File: src/rtl/acs_pm_unit.sv
// Add-compare-select with path-metric storage for the K=3 (7,5) hard-decision Viterbi decoder.
// Optional VIT_ACS_NORM_EN: subtract 2**(PM_W-1) when all metrics exceed it; otherwise saturate.
module acs_pm_unit #(
    parameter int PM_W    = 6,
    parameter int INIT_PM = 16
) (
    input  logic              clk,
    input  logic              rst,
    input  logic              in_valid,
    output logic              in_ready,
    input  logic              frame_start,
    input  logic [1:0]        bm00,
    input  logic [1:0]        bm01,
    input  logic [1:0]        bm10,
    input  logic [1:0]        bm11,
    output logic              dec_valid,
    input  logic              dec_ready,
    output logic [3:0]        dec_bits,
    output logic [1:0]        best_state,
    output logic [4*PM_W-1:0] pm_flat
);

    localparam logic [PM_W-1:0]       INIT     = PM_W'(INIT_PM);
    localparam logic [PM_W-1:0]       PM_MAX   = '1;
    localparam logic [3:0][PM_W-1:0]  PM_RESET = {INIT, INIT, INIT, {PM_W{1'b0}}};
`ifdef VIT_ACS_NORM_EN
    localparam logic [PM_W:0]         HALF     = (PM_W+1)'(2 ** (PM_W - 1));
`endif

    typedef enum logic {IDLE, RUN} state_t;

    state_t                 state_q, state_nxt;
    logic [3:0][PM_W-1:0]   pm_q, old_pm, new_pm, pm_flat_q;
    logic [3:0][1:0]        bm;
    logic [3:0][PM_W:0]     cand0, cand1, sel;
    logic [3:0]             dec_nxt;
    logic [1:0]             best_nxt;
    logic [1:0]             nsb;
    logic [1:0]             p0, p1;
    logic [PM_W-1:0]        min_pm;
    logic                   accept, use_init;
`ifdef VIT_ACS_NORM_EN
    logic                   norm;
    logic [3:0][PM_W:0]     adj;
`endif

    function automatic logic [1:0] code_pair(input logic u, input logic [1:0] p);
        return {u ^ p[1] ^ p[0], u ^ p[0]};
    endfunction

    function automatic logic [PM_W-1:0] sat(input logic [PM_W:0] v);
        return v[PM_W] ? PM_MAX : v[PM_W-1:0];
    endfunction

    assign bm       = {bm11, bm10, bm01, bm00};
    assign in_ready = ~dec_valid | dec_ready;
    assign accept   = in_valid & in_ready;

    always_comb begin
        state_nxt = state_q;
        case (state_q)
            IDLE:    if (accept) state_nxt = RUN;
            RUN:     state_nxt = RUN;
            default: state_nxt = IDLE;
        endcase
    end

    // In IDLE the registers already hold the reset metrics, so selecting them here is equivalent.
    assign use_init = frame_start | (state_q == IDLE);
    assign old_pm   = use_init ? PM_RESET : pm_q;

    always_comb begin
        cand0   = '0;
        cand1   = '0;
        sel     = '0;
        dec_nxt = '0;
        nsb     = '0;
        p0      = '0;
        p1      = '0;
        for (int unsigned ns = 0; ns < 4; ns++) begin
            nsb          = 2'(ns);
            p0           = {nsb[0], 1'b0};
            p1           = {nsb[0], 1'b1};
            cand0[nsb]   = {1'b0, old_pm[p0]} + (PM_W+1)'(bm[code_pair(nsb[1], p0)]);
            cand1[nsb]   = {1'b0, old_pm[p1]} + (PM_W+1)'(bm[code_pair(nsb[1], p1)]);
            dec_nxt[nsb] = cand1[nsb] < cand0[nsb];
            sel[nsb]     = dec_nxt[nsb] ? cand1[nsb] : cand0[nsb];
        end
    end

`ifdef VIT_ACS_NORM_EN
    always_comb begin
        norm = 1'b1;
        adj  = '0;
        for (int unsigned k = 0; k < 4; k++) begin
            if (sel[k] < HALF) norm = 1'b0;
        end
        for (int unsigned k = 0; k < 4; k++) begin
            adj[k]    = norm ? sel[k] - HALF : sel[k];
            new_pm[k] = sat(adj[k]);
        end
    end
`else
    always_comb begin
        new_pm = '0;
        for (int unsigned k = 0; k < 4; k++) begin
            new_pm[k] = sat(sel[k]);
        end
    end
`endif

    always_comb begin
        best_nxt = '0;
        min_pm   = new_pm[0];
        for (int unsigned k = 1; k < 4; k++) begin
            if (new_pm[k] < min_pm) begin
                min_pm   = new_pm[k];
                best_nxt = 2'(k);
            end
        end
    end

    always_ff @(posedge clk or posedge rst) begin
        if (rst) begin
            state_q    <= IDLE;
            pm_q       <= PM_RESET;
            pm_flat_q  <= '0;
            dec_valid  <= 1'b0;
            dec_bits   <= '0;
            best_state <= '0;
        end else begin
            state_q <= state_nxt;
            if (accept) begin
                pm_q       <= new_pm;
                pm_flat_q  <= new_pm;
                dec_valid  <= 1'b1;
                dec_bits   <= dec_nxt;
                best_state <= best_nxt;
            end else if (dec_ready) begin
                dec_valid  <= 1'b0;
            end
        end
    end

    assign pm_flat = pm_flat_q;

endmodule
File: config.mk
export PLATFORM = sky130hd
export DESIGN_NAME = acs_pm_unit
export DESIGN_NICKNAME = d
export VERILOG_FILES = /design/src/rtl/acs_pm_unit.sv
export SDC_FILE = /design/constraint.sdc
export NUM_CORES = 1
export LEC_CHECK = 0
export ABC_AREA = 1
export BUFFER_PORTS_ARGS = -buffer_cell sky130_fd_sc_hd__buf_4
export CAP_MARGIN = 30
export CORE_MARGIN = 8
export CORE_UTILIZATION = 60
export DETAILED_ROUTE_END_ITERATION = 10
export GPL_ROUTABILITY_DRIVEN = 0
export PLACE_DENSITY = 0.81
export REMOVE_ABC_BUFFERS = 1
export SLEW_MARGIN = 15
export SYNTH_ARGS = -nofsm -noshare
export SYNTH_HDL_FRONTEND = slang
export SYNTH_SLANG_ARGS = --single-unit
File: constraint.sdc
create_clock -name clk -period 7.5 [get_ports clk]
set_input_delay 1.125 -clock clk [delete_from_list [all_inputs] [get_ports clk]]
set_output_delay 1.125 -clock clk [all_outputs]
set_load 0.01 [all_outputs]
# Word level (Yosys, flattened, before mapping)
# Index checks and enable logic that the tools add are counted.
[totals] elab_cells=50 output_inout_bits=32 register_bits=50 in_bits=13
[classes] magnitude_cmp=7 bitwise=5 n_mux=18 reduce_logical=1 addsub=8
[op_table] operator="$add A6 B2 Y7" count=8
[op_table] operator="$mux W6" count=6
[op_table] operator="$lt A7 B7 Y1" count=4
[op_table] operator="$mux W7" count=4
[op_table] operator="$mux W24" count=1
[op_table] operator="$lt A6 B6 Y1" count=3
[op_table] operator="$mux W1" count=4
[op_table] operator="$mux W2" count=2
[op_table] operator="$not A1 Y1" count=2
[op_table] operator="$or A1 B1 Y1" count=2
[op_table] operator="$pmux W1 S2" count=1
[op_table] operator="$reduce_bool A2 Y1" count=1
[op_table] operator="$and A1 B1 Y1" count=1

# Longest topological paths before layout
# Gate-level depths: netlist of run 1.
[logic_depth] depth_word=13 mapped_depth=49 ltp_nobuf=46

# Least setup slack after synthesis of run 1
# OpenSTA, ideal clock, no wires.
[synth_timing] kind="in2reg" from="input frame_start" to="register best_state[1]" stages=46 t_arrival_ps=6412 path_buffers=4 path_slack_ps=1023 setup_ps=65 t_required_ps=7435 cell_sequence="inv_2 > buf_6 > nand2_1 > buf_2 > nor2_1 > ha_1 > ha_1 > inv_1 > nand2_1 > nand2_1 > xor2_1 > ha_1 > nand2_1 > nand2_1 > nand2_1 > nand2_1 > a21oi_2 > nand2_1 > (+10 left out) > clkbuf_1 > o21ai_0 > ha_1 > a21oi_1 > nor2_1 > a211oi_1 > nand2_2 > buf_2 > nand2_1 > o21ai_1 > ha_1 > nand2_1 > inv_1 > nand2_1 > nand3_1 > a31oi_1 > nand2_1 > nand2_1"
[synth_between] elab_chain_cells=12 word_cells_on_any_way=29 cone_classes="add/sub (8); order compare (7); mux (13); bitwise (1)"
[synth_rtl] element="start: declaration" line="11" source="input logic frame_start,"
[synth_rtl] element="$or A1 B1 Y1 (*)" line="69" source="assign use_init = frame_start | (state_q == IDLE);"
[synth_rtl] element="$mux W24 (*)" line="70" source="assign old_pm = use_init ? PM_RESET : pm_q;"
[synth_rtl] element="$add A6 B2 Y7, on equally long branches" line="85, 84"
[synth_rtl] element="$lt A7 B7 Y1" line="86" source="dec_nxt[nsb] = cand1[nsb] < cand0[nsb];"
[synth_rtl] element="$mux W7" line="87" source="sel[nsb] = dec_nxt[nsb] ? cand1[nsb] : cand0[nsb];"
[synth_rtl] element="$mux W6" line="52" source="return v[PM_W] ? PM_MAX : v[PM_W-1:0];"
[synth_rtl] element="$lt A6 B6 Y1" line="116" source="if (new_pm[k] < min_pm) begin"
[synth_rtl] element="$mux W6" line="116"
[synth_rtl] element="$lt A6 B6 Y1" line="116"
[synth_rtl] element="$mux W6" line="116"
[synth_rtl] element="$lt A6 B6 Y1" line="116"
[synth_rtl] element="$mux W2 (*)" line="116"
[synth_rtl] element="end signal: assignment" line="138" source="best_state <= best_nxt;"
[synth_rtl] element="end: declaration" line="19" source="output logic [1:0] best_state,"
# Mark *: on every way between the ends. The rest lies on a longest branch, timed or not.
# A chain may end at the register's enable or synchronous reset.

==> run summary, run 1 <==
Number of global-route vias before repair - 4029
Yosys warns - 0
WL final - 11300 um
Max Root-Sink Buffers - 2
Via count - 4197
Ant diodes - 0
Dominant cell type by area after synthesis - dfrtp_1
Highest Clock Rate - 0.146 GHz
Clock transition at path regs - 0.07 ns
Slew @ Worst Pin - 0.935 ns
Synthesized netlist cell count - 635
Clock tree sinks - 35
Detail Route Antenna Nets - 0
Maxcap violations - 0
Fill count - 598
Cell area after synthesis - 4160 um2
#FFs+latches synth - 35
Clock latency on the worst-skew pair - 0.29 ns
Hold Crit Class - reg2reg
Post-synth top area share - 19.3%
Io pins - 45
Final setup margin - 0.672 ns
Largest net degree at the start of global routing - 36
Hold Fails Final Rpt - 0
Status - finished, final reports clean
Worst setup SP type - primary input
Routed len/inst - 15.3 um
Synth Area per Inst - 6.55 um2
GRT Residual Overflow - 0
Commonest non-fill, non-tap cell in the layout - nand2_1
Layout net count - 727
Hold Buf Count CTS - 0
DR vias/cell - 5.66
CTS Buf Count - 5
Synth cell types - 34
Buffers added on ports - 44
Required time worst endpoint - 7.73 ns
Final period util - 91.0%
Slowest-stage cell, CP - ha_1
CP max stage delay - 0.35 ns
First-pass GRT wire length - 18900 um
Worst slew margin - 37.6%
Setup WS pre-CTS - 0.224 ns
Crit path kind - in2reg
Starting density of the core - 61.5%
Root buffer cell - clkbuf_8
Core area - 6760 um2
Die X - 99.2 um
Most frequent CP cell - nand2_1
DRC Markers - 0
Die Ht - 99.2 um
Site Rows - 30
Final Max Slew Viols - 0
HPWL after DPL - 9250 um
Most frequent cells in the layout - nand2_1, inv_1, ha_1, buf_4, nor2_1
Share of cells above drive strength 1 - 13.3%
Final Skew - 0.00913 ns
All-Layer GR Usage - 23.2%
DIE AREA - 9850 um2
Crit path time final - 6.83 ns
Area grow syn2layout - 8.67%
First-pass detailed-route iteration total - 5
Area contributors post-synth - dfrtp_1, nand2_1, ha_1
DRT iter0 DRCs - 422
Worst Path Arrival - 7.06 ns
Nature of the critical path endpoint - flop
Count of final setup violators - 0
Sequential share of the synthesized area - 21.2%
Setup_tns - 0 ns
Max FO, Critical Path - 12
H-tree levels - 2
CTS tree - done
RSZ-0062 raised after global routing - false
Initial antenna violation count - 0
state kept, by name (all words and copies together), names as in the netlist:
register and count:
state_q 1, dec_bits 4, pm_flat 9, best_state 2, dec_valid 1, pm_q 18
stage by stage:
step	hold slack [ns]	instances	instance area (um2)	utilization, %
2_1_floorplan	0.491	602	3930	-
3_3_place_gp	0.465	733	4420	65.4
3_5_place_dp	0.471	733	4420	65.4
4_1_cts	0.496	741	4500	66.6
5_1_grt	0.516	741	4520	66.9
6_report	0.489	741	4520	66.9
Yosys cell counts (all sizes together):
cell type / count
a211oi: 3
a21oi: 21
a31oi: 3
and2: 2
buf: 26
clkbuf: 7
clkinv: 1
dfrtp: 32
dfstp: 3
ha: 54
inv: 92
nand2: 213
nand3: 36
nand4: 6
nor2: 50
nor3: 2
o211a: 2
o211ai: 14
o21a: 2
o21ai: 38
or2: 1
xnor2: 6
xor2: 21
worst max-delay path, delay by kind of cell:
kind / cells / cell delay (ns)
buf+inv: 8 / 0.70
xor+xnor: 1 / 0.15
simple gates: 19 / 2.05
fa+ha+maj: 5 / 1.37
compound gates: 8 / 1.62
worst paths after layout:
check                             from            end  slack (ns)  depth (start not counted)
max reg2reg                    state_q  best_state[1]        1.07                         42
min in group asynchronous          rst        state_q        0.94                          3
max in group asynchronous          rst       pm_q[16]        6.20                          3
max                        frame_start  best_state[1]        0.67                         41
min                        dec_bits[1]    dec_bits[1]        0.49                          2
min reg2reg                dec_bits[1]    dec_bits[1]        0.49                          2
metal layers:
metal | GRT usage, % | routed length (um) | part of all wire [%] | up-vias
met5 | 0 | 0 | 0 | -
met4 | 5.24 | 206 | 1.8 | 0
met3 | 3.84 | 900 | 8.0 | 32
met2 | 37.9 | 5040 | 45 | 206
met1 | 31.2 | 5170 | 46 | 1903
li1 | - | - | - | 2056
timing repair:
action	CTS	global route
setup endpoints to repair	0	2
setup buffers	0	0
resized for setup	0	6
area by class of cell:
cell class              count  area, um2  area share, %
flip-flops and latches     35        880           19.5
multi-input cells         474       2720           60.3
clock inverters             1       5.00          0.111
repair buffers             51        383           8.48
clock buffers               7       76.3           1.69
well taps                  80        100           2.22
inverters                  93        349           7.73
logic make-up (layout without fill, tap and decap cells):
kind of cell	Yosys count	count (layout)	synth area share [%]
and+or+nand+nor	310	310	31.3
buffers and inverters	126	152	13.8
AOI/OAI and AO/OA	83	83	11.8
adders and majority gates	54	54	16.3
DFF	35	35	21.2
xor gates and xnor gates	27	27	5.69
Power of run 1 is not shown: default switching activity piles up to over one toggle a cycle in this logic, so the estimate is an artifact.
==> run 2: changes to the inputs <==
--- a/config.mk
+++ b/config.mk
@@ -8,7 +8,7 @@
 export ABC_AREA = 1
 export BUFFER_PORTS_ARGS = -buffer_cell sky130_fd_sc_hd__buf_4
 export CAP_MARGIN = 30
-export CORE_MARGIN = 8
+export CORE_MARGIN = 3
 export CORE_UTILIZATION = 60
 export DETAILED_ROUTE_END_ITERATION = 10
 export GPL_ROUTABILITY_DRIVEN = 0
==> run summary, run 2 (synthesized netlist as in run 1, its figures left out) <==
Status - finished, final reports clean (unchanged)
HPWL after DPL - 8990 um (was 9250 um)
Ant diodes - 0 (unchanged)
DRC Markers - 0 (unchanged)
Worst Path Arrival - 7.21 ns (was 7.06 ns)
Post-route cell area - 4540 um2 (was 4520 um2)
Required time worst endpoint - 7.74 ns (was 7.73 ns)
Hold Crit Class - reg2reg (unchanged)
Most frequent CP cell - nand2_1 (unchanged)
Nature of the critical path endpoint - flop (unchanged)
Setup Buffers After CTS - 0 (unchanged)
Slowest-stage cell, CP - a211oi_2 (was ha_1)
Crit path time final - 6.98 ns (was 6.83 ns)
Storage element area - 880 um2 (unchanged)
Initial antenna violation count - 0 (unchanged)
Placed inst area - 4390 um2 (was 4420 um2)
Via count - 4177 (was 4197)
WL met3 - 1120 um (was 900 um)
Met1 wire length - 4920 um (was 5170 um)
Hold Fails Final Rpt - 0 (unchanged)
Buffers added on ports - 44 (unchanged)
CTS Buf Count - 5 (unchanged)
Die X - 89.2 um (was 99.2 um)
Biggest register - pm_q (unchanged)
Commonest non-fill, non-tap cell in the layout - nand2_1 (unchanged)
Worst setup SP type - primary input (unchanged)
Maxcap violations - 0 (unchanged)
WL final - 11200 um (was 11300 um)
Count of final setup violators - 0 (unchanged)
Largest register FFs - 18 (unchanged)
Largest net degree at the start of global routing - 36 (unchanged)
Hold Crit Start - dec_bits[0] (was dec_bits[1])
Max Root-Sink Buffers - 2 (unchanged)
Clock tree sinks - 35 (unchanged)
CTS tree - done (unchanged)
RSZ-0062 raised after global routing - false (unchanged)
Met2 routed WL - 4990 um (was 5040 um)
Critical R2R Launch - state_q (unchanged)
First-pass GRT wire length - 18200 um (was 18900 um)
Final period util - 93.0% (was 91.0%)
Critical Path Start - frame_start (unchanged)
Slew @ Worst Pin - 0.662 ns (was 0.935 ns)
Final Skew - 0.00589 ns (was 0.00913 ns)
First-pass detailed-route iteration total - 5 (unchanged)
Root buffer cell - clkbuf_8 (unchanged)
Crit path kind - in2reg (unchanged)
Clock transition at path regs - 0.07 ns (about the same)
Highest Clock Rate - 0.143 GHz (was 0.146 GHz)
CP max stage delay - 0.33 ns (was 0.35 ns)
Number of global-route vias before repair - 3803 (was 4029)
Routed len/inst - 15.2 um (was 15.3 um)
Die Ht - 89.2 um (was 99.2 um)
Layout net count - 726 (was 727)
Highest routed metal layer - met4 (unchanged)
Site Rows - 29 (was 30)
All-Layer GR Usage - 29.5% (was 23.2%)
Fill count - 581 (was 598)
Detail Route Antenna Nets - 0 (unchanged)
Area of the multi-input gates - 2730 um2 (was 2720 um2)
DIE AREA - 7960 um2 (was 9850 um2)
Final Max Slew Viols - 0 (unchanged)
GRT Residual Overflow - 0 (unchanged)
Io pins - 45 (unchanged)
Area grow syn2layout - 9.18% (was 8.67%)
Worst slew margin - 55.4% (was 37.6%)
Share of cells above drive strength 1 - 13.5% (was 13.3%)
Max FO, Critical Path - 12 (unchanged)
Starting density of the core - 63.6% (was 61.5%)
Most frequent cells in the layout - nand2_1, inv_1, ha_1, buf_4, nor2_1 (unchanged)
DR vias/cell - 5.67 (was 5.66)
DRT iter0 DRCs - 384 (was 422)
Clock latency on the worst-skew pair - 0.30 ns (was 0.29 ns)
Core area - 6530 um2 (was 6760 um2)
H-tree levels - 2 (unchanged)
run 2: repair_timing:
item / CTS / global route
gates resized for setup: 0 / 7
hold buffers: 0 / 0
setup endpoints to repair: 0 / 2
run 2: area by class of cell:
| cell class | count | area share [%] |
|---|---|---|
| multi-input cells | 474 | 60.1 |
| flip-flops and latches | 35 | 19.4 |
| repair buffers | 50 | 8.88 |
| inverters | 93 | 7.69 |
| well taps | 77 | 2.12 |
| clock buffers | 7 | 1.68 |
| clock inverters | 1 | 0.110 |
run 2: through the flow:
| stage | instances | hold slack, ns | TNS [ns] | setup WS, ns | util, % |
|---|---|---|---|---|---|
| after floorplan | 602 | 0.491 | 0 | 1.11 | - |
| after global placement | 727 | 0.466 | 0 | 0.289 | 67.2 |
| after detailed placement | 727 | 0.475 | -0.111 | -0.0585 | 67.2 |
| after CTS | 735 | 0.496 | 0 | 0.206 | 68.4 |
| after global routing | 737 | 0.523 | 0 | 0.00212 | 69.5 |
| final | 737 | 0.488 | 0 | 0.525 | 69.5 |
run 2: metal layers:
| metal | vias up | global-route usage (%) |
|---|---|---|
| met1 | 1878 | 43.4 |
| met3 | 23 | 3.87 |
| li1 | 2052 | - |
| met5 | - | 0 |
| met2 | 224 | 45.7 |
| met4 | 0 | 7.58 |
run 2: path summary, 6_finish.rpt:
kind | endpoint | slack, ns | cells after the start
max | best_state[1] | 0.52 | 41
min | dec_bits[0] | 0.49 | 2
max reg2reg | best_state[1] | 0.81 | 39
min reg2reg | dec_bits[0] | 0.49 | 2
max in group asynchronous | pm_q[16] | 6.22 | 3
min in group asynchronous | pm_flat[0] | 0.93 | 3
run 2: critical path: cells and delay by family:
kind | cells | cell delay (ns)
buffers and inverters | 6 | 0.45
adders and majority gates | 5 | 1.39
xor gates and xnor gates | 1 | 0.32
and+or+nand+nor | 22 | 2.41
AOI/OAI and AO/OA | 7 | 1.49
Power of run 2 is left out for the same reason.
